===== config.mk =====
export PLATFORM = sky130hd
export DESIGN_NAME = nibble_cla_adder
export DESIGN_NICKNAME = d
export VERILOG_FILES = /design/src/rtl/nibble_cla_adder.sv
export SDC_FILE = /design/constraint.sdc
export NUM_CORES = 1
export LEC_CHECK = 0
export ABC_AREA = 1
export CORE_ASPECT_RATIO = 0.7
export CORE_UTILIZATION = 45
export DETAILED_ROUTE_END_ITERATION = 16
export GPL_TIMING_DRIVEN = 0
export HOLD_SLACK_MARGIN = 0.15
export MAX_ROUTING_LAYER = met4
export PLACE_DENSITY = 0.76
export SYNTH_ARGS = -nofsm -noshare
export SYNTH_HDL_FRONTEND = slang
export SYNTH_SLANG_ARGS = --single-unit

===== constraint.sdc =====
create_clock -name clk -period 2.3 [get_ports clk]
set_clock_uncertainty 0.05 [all_clocks]
set_input_delay 0.46 -clock clk [delete_from_list [all_inputs] [get_ports clk]]
set_output_delay 0.46 -clock clk [all_outputs]
set_load 0.01 [all_outputs]

===== src/rtl/nibble_cla_adder.sv =====
// Multi-cycle adder: one 4-bit carry-lookahead slice processes one nibble per clock,
// rippling the nibble carry through a register between cycles.
module nibble_cla_adder #(
  parameter int unsigned NIB = 4
) (
  input  logic             clk,
  input  logic             rst,
  input  logic             start,
  input  logic [4*NIB-1:0] a,
  input  logic [4*NIB-1:0] b,
  input  logic             c_in,
  output logic             busy,
  output logic             done,
  output logic [4*NIB-1:0] sum,
  output logic             c_out,
  output logic             ovf
);

  localparam int unsigned W    = 4 * NIB;
  localparam int unsigned IdxW = (NIB > 1) ? $clog2(NIB) : 1;

  typedef enum logic [1:0] {StIdle, StRun, StDone} state_e;

  state_e          state_q, state_d;
  logic [IdxW-1:0] idx_q, idx_d;
  logic [W-1:0]    a_q, a_d, b_q, b_d;
  logic [W-1:0]    sum_q, sum_d;
  logic            c_q, c_d;
  logic            cout_q, cout_d, ovf_q, ovf_d;

  logic [3:0] nib_a, nib_b, p, g, s;
  logic       c1, c2, c3, c4;

  assign nib_a = a_q[4*idx_q +: 4];
  assign nib_b = b_q[4*idx_q +: 4];
  assign p     = nib_a ^ nib_b;
  assign g     = nib_a & nib_b;

  // Flat lookahead: every carry depends only on p, g and the nibble carry-in.
  assign c1 = g[0] | (p[0] & c_q);
  assign c2 = g[1] | (p[1] & g[0]) | (p[1] & p[0] & c_q);
  assign c3 = g[2] | (p[2] & g[1]) | (p[2] & p[1] & g[0]) | (p[2] & p[1] & p[0] & c_q);
  assign c4 = g[3] | (p[3] & g[2]) | (p[3] & p[2] & g[1]) | (p[3] & p[2] & p[1] & g[0])
            | (p[3] & p[2] & p[1] & p[0] & c_q);
  assign s  = p ^ {c3, c2, c1, c_q};

  always_comb begin
    state_d = state_q;
    idx_d   = idx_q;
    a_d     = a_q;
    b_d     = b_q;
    c_d     = c_q;
    sum_d   = sum_q;
    cout_d  = cout_q;
    ovf_d   = ovf_q;
    unique case (state_q)
      StIdle: begin
        if (start) begin
          a_d     = a;
          b_d     = b;
          c_d     = c_in;
          idx_d   = '0;
          state_d = StRun;
        end
      end
      StRun: begin
        sum_d[4*idx_q +: 4] = s;
        c_d   = c4;
        idx_d = idx_q + IdxW'(1);
        if (idx_q == IdxW'(NIB - 1)) begin
          cout_d  = c4;
          ovf_d   = c3 ^ c4;  // carry into the sign bit vs. carry out of it
          state_d = StDone;
        end
      end
      StDone:  state_d = StIdle;
      default: state_d = StIdle;
    endcase
  end

  always_ff @(posedge clk) begin
    if (rst) begin
      state_q <= StIdle;
      idx_q   <= '0;
      a_q     <= '0;
      b_q     <= '0;
      c_q     <= 1'b0;
      sum_q   <= '0;
      cout_q  <= 1'b0;
      ovf_q   <= 1'b0;
    end else begin
      state_q <= state_d;
      idx_q   <= idx_d;
      a_q     <= a_d;
      b_q     <= b_d;
      c_q     <= c_d;
      sum_q   <= sum_d;
      cout_q  <= cout_d;
      ovf_q   <= ovf_d;
    end
  end

  assign busy  = (state_q == StRun);
  assign done  = (state_q == StDone);
  assign sum   = sum_q;
  assign c_out = cout_q;
  assign ovf   = ovf_q;

endmodule


==> reports/summary.txt, run 1 <==
DRC: 0
GRT Util Overall: 24.2%
Cell mode on critical path: nor2_2
Seq cells post-synth: 55
Met2 Wirelength: 3.38 mm
Final setup margin: -0.0853 ns
Number of DRC markers in iteration 0: 210
Post-synth EDFFs: 0
Post-synth top area share: 44.0%
Crit path time final: 2.39 ns
Crit path DAT: 2.60 ns
Synth Instances: 335
Initial Utilization: 47.4%
CP Data Required Time: 2.51 ns
Layout area overhead: 46.8%
Reg clk slew, reported paths: 0.11 ns
Wire length per cell: 15.3 um
Routability congestion estimate: 0.844
Top cells by area, synth: dfxtp_1 (44%), nor2_1 (14%), o21ai_0 (10%), ha_1 (5.5%), nand2_1 (5.2%)
Placed Cells: 462
Via count: 2586
DR pass1 iterations: 4
Share of post-route cells with drive strength above 1: 22.1%
RSZ-0062 raised after global routing: yes
Setup Crit Path Kind: reg -> reg
Clk sinks: 55
Peak Freq: 0.419 GHz
Syn avg cell area: 7.47 um^2
Netlist cell types: 27
Max-slew violation count: 0
Critical path's top delay family: simple AND/OR/NAND/NOR gates
Adder-cell share of the synthesized area: 6.30%
Cell area after synthesis: 2500 um^2
Most common cell after layout, fill and taps aside: nor2_1
Core Box Area: 5290 um^2
Chip width: 91.2 um
Worst-Skew Late Latency: 0.32 ns
Met3 wire len: 461 um
Post-synthesis mux area share: 0%
Synth Area in Compound Gates: 17.2%
Die Area: 5870 um^2
Final Cycle Share: 104%
Cts hold-fix bufs: 0
Pre-CTS setup slack: -0.522 ns
Pin count of the biggest net entering global routing: 19
Dominant combinational cell family by area after synthesis: simple AND/OR/NAND/NOR gates
# setup viols final: 7
Grt total ovfl: 0
Vias in the first global route: 2295
Uppermost routed layer: met4
Ys Warns: 0
CP bufs+invs: 3
Worst VDD drop: 0.000309 V
Via/cell ratio: 5.29
Synth Area in XOR/XNOR: 0.700%
Critical path cell sequence: clkinvlp_4 -> clkbuf_16 -> o21ai_4 -> o22ai_2 -> ha_1 -> inv_1 -> nor2_2 -> nor2_2 -> nand2_2 -> nand2_4 -> nand3_2 -> nor2_2 -> nand2_1 -> a21oi_2
Nets: 464
IO Port Bufs: 55
Area share of and/or/nand/nor cells after synthesis: 26.5%
Met1 WL: 3.46 mm
Commonest non-fill, non-tap cells in the layout: nor2_1 (82), clkdlybuf4s50_1 (55), dfxtp_1 (53), o21ai_0 (44), nand2_1 (32)
Rel. slew slack: 64.0%
Pwr per Cell Area: 639 nW/um^2
DP HPWL: 4.51 mm
Post-route setup TNS: -0.280 ns
Cts bufs inserted: 5
Worst Tran Pin Value: 0.539 ns
Failing checks: setup timing
Top Ports: 56
Status: finished, violations left
Initial antenna violation count: 0
Yosys top cell by area: dfxtp_1
CP max-delay cell: dfxtp_4
Rows: 22
DIE HEIGHT: 64.4 um
Crit end category: flip-flop
CTS root buffer: clkbuf_8
Post-synthesis async set-or-reset flop share: 0%
Routed Antenna Nets: 0
Final Non-Filler Cells: 489
Share of the yosys chip area belonging to registers: 44.0%
WHS: 0.419 ns
Final Hold Vio Count: 0
Startpoint types: flip-flop
CP max FO: 5
Min-delay worst type: reg -> reg
Routed WL: 7.49 mm
CTS tree: built
CP peak stage delay: 0.41 ns
Leakage power: 1.45 nW
Top FF cell, synth: dfxtp_1
Syn Nets: 383
# diodes: 0
CTS max path bufs: 2
Total of max-cap violations: 0
First-pass GRT wire length: 10.9 mm
H-tree depth: 2
-- metrics by stage --
step | power, mW | cell area (um^2) | utilization, %
3_3_place_gp | 1.52 | 3140 | 59.5
5_1_grt | 2.47 | 3680 | 69.6
6_report | 2.35 | 3680 | 69.6
4_1_cts | 2.12 | 3340 | 63.1
3_5_place_dp | 1.53 | 3140 | 59.5
2_1_floorplan | 1.36 | 2500 | -
-- power by group --
group	internal [mW]	switching, mW
Clock	0.221	0.340
Sequential	1.01	0.0436
Combinational	0.348	0.386
Total	1.58	0.770
-- cells in the mapped netlist (3+ instances only) --
cell type	n
clkbuf_1	8
a22oi_1	3
nand2_1	35
nor2_2	3
o22ai_1	8
a21oi_1	14
inv_1	13
nor2_1	93
nand3_1	12
inv_2	4
buf_2	7
dfxtp_1	55
o21ai_0	50
ha_1	11
-- tightest hold or removal path, stage by stage (launching register included) --
cell and delay, ns:
dfxtp_1 0.32, nand2_1 0.06, a21oi_1 0.05
-- metal layers --
| layer | up-vias | track usage [%] |
|---|---|---|
| li1 | 1258 | - |
| met1 | 1200 | 32.2 |
| met2 | 108 | 36.9 |
| met3 | 20 | 5.12 |
| met4 | 0 | 7.54 |
| met5 | - | - |
-- repair_timing --
action,in CTS,in global routing
endpoints found under the setup margin,19,16
gates resized for setup,24,47
pin swaps,2,16
gates cloned,1,2
setup buffers,3,14
-- path summary, 6_finish.rpt --
check                              start  endpoint  slack, ns  cells past startpoint
worst max register to register  idx_q[0]   sum[15]      -0.09                     14
worst max-delay path            idx_q[0]   sum[15]      -0.09                     14
worst min register to register    sum[3]    sum[3]       0.42                      2
worst min-delay path              sum[3]    sum[3]       0.42                      2
-- final cells by class --
class / instances / area, um^2
multi-input combinational: 247 / 1470
tap: 72 / 90.1
timing repair buffer: 74 / 728
clock inverter: 3 / 22.5
sequential: 55 / 1110
timing repair inverter: 1 / 7.51
fill: 404 / 1610
clock buffer: 5 / 68.8
inverter: 17 / 71.3
buffer: 15 / 106
-- cells by family after synthesis --
group	Yosys count
DFF	55
buffers and inverters	33
xor gates and xnor gates	2
AOI/OAI and AO/OA	80
adders and majority gates	12
and+or+nand+nor	153
-- registers in the layout, summed over array words and instances (netlist names) --
signal and cells:
c_out 1, sum 16, b_q 16, ovf 1, c_q 1, a_q 16, idx_q 2, state_q 2
No activity file was read; power rests on OpenSTA's default activity.
==> run 2: changes to the inputs <==
--- a/config.mk
+++ b/config.mk
@@ -7,11 +7,11 @@
 export LEC_CHECK = 0
 export ABC_AREA = 1
 export CORE_ASPECT_RATIO = 0.7
+export CORE_MARGIN = 8
 export CORE_UTILIZATION = 45
 export DETAILED_ROUTE_END_ITERATION = 16
 export GPL_TIMING_DRIVEN = 0
 export HOLD_SLACK_MARGIN = 0.15
-export MAX_ROUTING_LAYER = met4
 export PLACE_DENSITY = 0.76
 export SYNTH_ARGS = -nofsm -noshare
 export SYNTH_HDL_FRONTEND = slang
==> reports/summary.txt, run 2 (synthesis gave the netlist of run 1 again) <==
Status: finished, final reports clean
CTS max path bufs: 2
Clk sinks: 55
Hold path depth: 2
Area post-placement: 3140 um^2
FILL cells: 452
DRC: 0
Crit end category: flip-flop
Vias in the first global route: 2378
Cts bufs inserted: 5
Initial antenna violation count: 0
Worst Tran Pin Value: 0.506 ns
Max-slew violation count: 0
# diodes: 0
Share of post-route cells with drive strength above 1: 18.6%
Met3 usage: 4.73%
Pwr per Cell Area: 632 nW/um^2
Grt total ovfl: 0
Layout area overhead: 42.2%
CTS tree: built
H-tree depth: 2
Setup Crit Path Kind: reg -> reg
Min-delay worst type: reg -> reg
Busiest grt layer: met2
Via count: 2486
Final Cell Area: 3560 um^2
Wire length per cell: 14.7 um
Cts hold-fix bufs: 0
Number of DRC markers in iteration 0: 156
Commonest non-fill, non-tap cells in the layout: nor2_1 (88), clkdlybuf4s50_1 (55), dfxtp_1 (53), o21ai_0 (42), nand2_1 (34)
# setup viols final: 0
Critical path cell sequence: buf_8 -> buf_8 -> nor2_1 -> o22ai_2 -> ha_4 -> buf_4 -> nand4_1 -> nand3_2 -> nand3_2 -> nor2_2 -> nand2_1 -> a21oi_2
Met1 GRT Util: 21.2%
DR pass1 iterations: 4
Placed Cells: 462
Core Box Area: 5310 um^2
CP max-delay cell: dfxtp_4
Worst Reg-to-Reg Cells: 12
DP HPWL: 4.90 mm
Pin count of the biggest net entering global routing: 18
Initial Utilization: 47.1%
Worst-Skew Late Latency: 0.32 ns
Chip width: 105 um
Most common cell after layout, fill and taps aside: nor2_1
Top Ports: 56
Routed WL: 7.15 mm
Rel. slew slack: 66.3%
CP Data Required Time: 2.51 ns
IO Port Bufs: 55
Routed Antenna Nets: 0
Crit path DAT: 2.48 ns
Worst VDD drop: 0.000273 V
Nets: 460
Crit path time final: 2.27 ns
First-pass GRT wire length: 11.4 mm
M2 GR Usage: 27.5%
Total Power: 2.25 mW
Routability congestion estimate: 0.794
CP max FO: 10
CP peak stage delay: 0.40 ns
Rows: 22
Via/cell ratio: 5.13
Total of max-cap violations: 0
GRT Util Overall: 16.7%
Peak Freq: 0.441 GHz
Leakage power: 1.42 nW
DIE HEIGHT: 78.4 um
Final Non-Filler Cells: 485
CTS root buffer: clkbuf_8
Final Cycle Share: 98.6%
Startpoint types: flip-flop
Die Area: 8240 um^2
Final Hold Vio Count: 0
Reg clk slew, reported paths: 0.11 ns
Util after Layout: 67.0%
## run 2: worst paths after layout
path	start	end	slack (ns)
worst min-delay path	sum[0]	sum[0]	0.42
worst max register to register	idx_q[0]	sum[7]	0.03
worst max-delay path	idx_q[0]	sum[7]	0.03
worst min register to register	sum[0]	sum[0]	0.42
## run 2: metrics by stage
stage	TNS, ns	hold WS [ns]	worst slack (ns)
global route	-0.219	0.432	-0.0775
floorplan	0	0.399	0.0675
finish	0	0.416	0.0328
global placement	-5.06	0.402	-0.463
CTS	-0.0169	0.418	-0.0136
detailed placement	-6.05	0.405	-0.492
## run 2: power by group
group	internal, mW	total (mW)	switching (mW)
sequential	1.01	1.05	0.0417
combinational	0.287	0.624	0.337
clock	0.247	0.573	0.326
total	1.54	2.25	0.705
## run 2: worst max-delay path: cells and delay by family, from the launching register on
kind	cells	cell delay, ns
flops	1	0.40
fa+ha+maj	1	0.31
buf+inv	3	0.38
compound gates	2	0.27
simple gates	6	0.80
## run 2: final cells by class
cell class | instances | area (um^2) | area share [%]
clock inverters | 2 | 13.8 | 0.387
plain buffers | 15 | 106 | 2.99
multi-input cells | 247 | 1400 | 39.3
repair inverters | 1 | 7.51 | 0.211
clock buffers | 6 | 82.6 | 2.32
repair buffers | 70 | 681 | 19.1
well taps | 72 | 90.1 | 2.53
flip-flops and latches | 55 | 1110 | 31.1
inverters | 17 | 70.1 | 1.97
## run 2: timing repair
item / 4_1_cts / 5_1_grt
pin swaps: 3 / 10
cloned: 1 / 1
gates resized for setup: 24 / 33
endpoints found under the setup margin: 19 / 16
buffers inserted: 6 / 8
## run 2: routing by layer
layer	vias to the layer above	wire length (um)
met5	-	0
met4	0	76
met3	9	513
met2	88	3300
met1	1134	3260
li1	1255	-
==> run 3: changes to the inputs <==
==> constraint.sdc (replaced) <==
create_clock -name clk -period 1.85 [get_ports clk]
set_clock_uncertainty 0.05 [all_clocks]
set_input_delay 0.37 -clock clk [delete_from_list [all_inputs] [get_ports clk]]
set_output_delay 0.37 -clock clk [all_outputs]
set_load 0.01 [all_outputs]
==> reports/summary.txt, run 3 (synthesis gave the netlist of run 1 again) <==
DRC: 0
WHS: 0.423 ns
Pin count of the biggest net entering global routing: 17
Share of post-route cells with drive strength above 1: 30.1%
Rel. slew slack: 57.4%
Via/cell ratio: 5.63
Total of max-cap violations: 0
Nets: 479
Final setup margin: -0.545 ns
CP peak stage delay: 0.39 ns
Hold_sp: sum[2]
Rows: 22
Max-slew violation count: 0
Initial antenna violation count: 0
Status: finished, violations left
Final Cycle Share: 129%
CTS max path bufs: 2
Pwr per Cell Area: 796 nW/um^2
Layout area overhead: 58.2%
Cts hold-fix bufs: 0
Clk sinks: 55
Initial Utilization: 47.1%
CP max-delay cell: dfxtp_4
IO Port Bufs: 55
Worst Reg-to-Reg Cells: 11
Core Box Area: 5310 um^2
Total Power: 3.15 mW
Die Area: 8240 um^2
Util after Layout: 74.5%
Wire length per cell: 17.9 um
# setup viols final: 19
Top Ports: 56
RR Startpoint: idx_q[0]
Crit path depth: 11
Crit path DAT: 2.59 ns
DP HPWL: 4.95 mm
Most common cell after layout, fill and taps aside: nor2_1
Critical path's top delay family: simple AND/OR/NAND/NOR gates
R2r setup slk: -0.54 ns
CTS tree: built
CP max FO: 5
Commonest non-fill, non-tap cells in the layout: nor2_1 (82), clkdlybuf4s50_1 (53), dfxtp_1 (52), o21ai_0 (37), buf_4 (28)
Worst VDD drop: 0.000557 V
CTS root buffer: clkbuf_8
Critical R2R Capture: sum[6]
Grt total ovfl: 0
Placed Cells: 462
Final Non-Filler Cells: 504
Cts bufs inserted: 5
Routed Antenna Nets: 0
Leakage power: 1.59 nW
Peak Freq: 0.418 GHz
Worst Tran Pin Value: 0.639 ns
DIE HEIGHT: 78.4 um
Worst-Skew Late Latency: 0.32 ns
Hold path depth: 2
# diodes: 0
Failing checks: setup timing
Routed WL: 9.04 mm
Crit path time final: 2.39 ns
Startpoint types: flip-flop
Number of DRC markers in iteration 0: 183
Routability congestion estimate: 0.821
Vias in the first global route: 2716
Min-delay worst type: reg -> reg
Cell mode on critical path: nand3_2
Crit end category: flip-flop
Hold Path End: sum[2]
RSZ-0062 raised after global routing: yes
Chip width: 105 um
First-pass GRT wire length: 13.0 mm
Critical path cell sequence: buf_8 -> buf_4 -> o21ai_1 -> o22ai_4 -> ha_4 -> nand3_1 -> nand3_2 -> xor2_1 -> nor2_2 -> nand3_2 -> a21oi_2
Setup Crit Path Kind: reg -> reg
CP Data Required Time: 2.05 ns
CP bufs+invs: 2
Final Hold Vio Count: 0
H-tree depth: 2
GRT Util Overall: 19.5%
DR pass1 iterations: 5
Via count: 2840
Reg clk slew, reported paths: 0.09 ns
FILL cells: 337
run 3: cell types whose count changed in the layout (fill, tap and decap cells not counted), moves of 5 or more:
cell	change
buf_4	+14
nand2_1	-9
nand2_2	+7
a21oi_1	-6
a21oi_2	+6
nor2_1	-6
nor2_4	+5
o21ai_0	-5
run 3: how the worst max path moves through the flow:
| stage | slack, ns | from | end |
|---|---|---|---|
| 6_report | -0.54 | idx_q[0] | sum[6] |
| 3_5_place_dp | -0.51 | idx_q[1] | sum[6] |
| 5_1_grt | -0.60 | idx_q[0] | sum[10] |
| 2_1_floorplan | -0.12 | idx_q[1] | sum[7] |
| 4_1_cts | -0.32 | idx_q[1] | sum[7] |
| 3_3_place_gp | -0.49 | idx_q[1] | sum[6] |
run 3: timing repair:
action                                  in CTS  in global routing
endpoints found under the setup margin      21                 20
pin swaps                                   22                 25
gates resized for setup                     53                 42
hold endpoints to repair                     0                  0
cloned                                       2                  0
setup buffers                               28                  6
run 3: worst reg2reg max path, cell delays in order, from the launching register on:
cell and delay, ns:
dfxtp_4 0.39, buf_8 0.14, buf_4 0.14, o21ai_1 0.29
o22ai_4 0.16, ha_4 0.27, nand3_1 0.13, nand3_2 0.08
xor2_1 0.16, nor2_2 0.27, nand3_2 0.12, a21oi_2 0.12
run 3: power by group:
group | internal (mW) | switching [mW]
Clock | 0.438 | 0.394
Combinational | 0.473 | 0.531
Sequential | 1.26 | 0.0579
Total | 2.17 | 0.982
run 3: area by class of cell:
cell class | instances | area [um^2] | area share, %
Clock inverter | 2 | 35.0 | 0.885
Timing Repair Buffer | 89 | 858 | 21.7
Multi-Input combinational cell | 247 | 1570 | 39.7
Clock buffer | 6 | 82.6 | 2.09
Timing Repair inverter | 1 | 7.51 | 0.190
Sequential cell | 55 | 1110 | 28.0
Inverter | 17 | 72.6 | 1.83
Buffer | 15 | 134 | 3.38
Tap cell | 72 | 90.1 | 2.27
run 3: layer usage:
metal / wire (um) / GRT usage (%) / share of wire, % / up-vias
met1: 3610 / 24.2 / 40 / 1334
met3: 890 / 5.46 / 9.9 / 36
met2: 4190 / 31.5 / 46 / 169
li1: - / - / - / 1301
met5: 0 / 0 / 0 / -
met4: 344 / 7.38 / 3.8 / 0
run 3: per-stage QoR:
step / setup slack [ns] / cell area (um^2) / TNS [ns]
global route: -0.604 / 3960 / -8.75
global placement: -0.492 / 3210 / -6.43
finish: -0.545 / 3960 / -7.85
floorplan: -0.116 / 2570 / -0.478
detailed placement: -0.506 / 3210 / -6.48
CTS: -0.319 / 3770 / -3.99
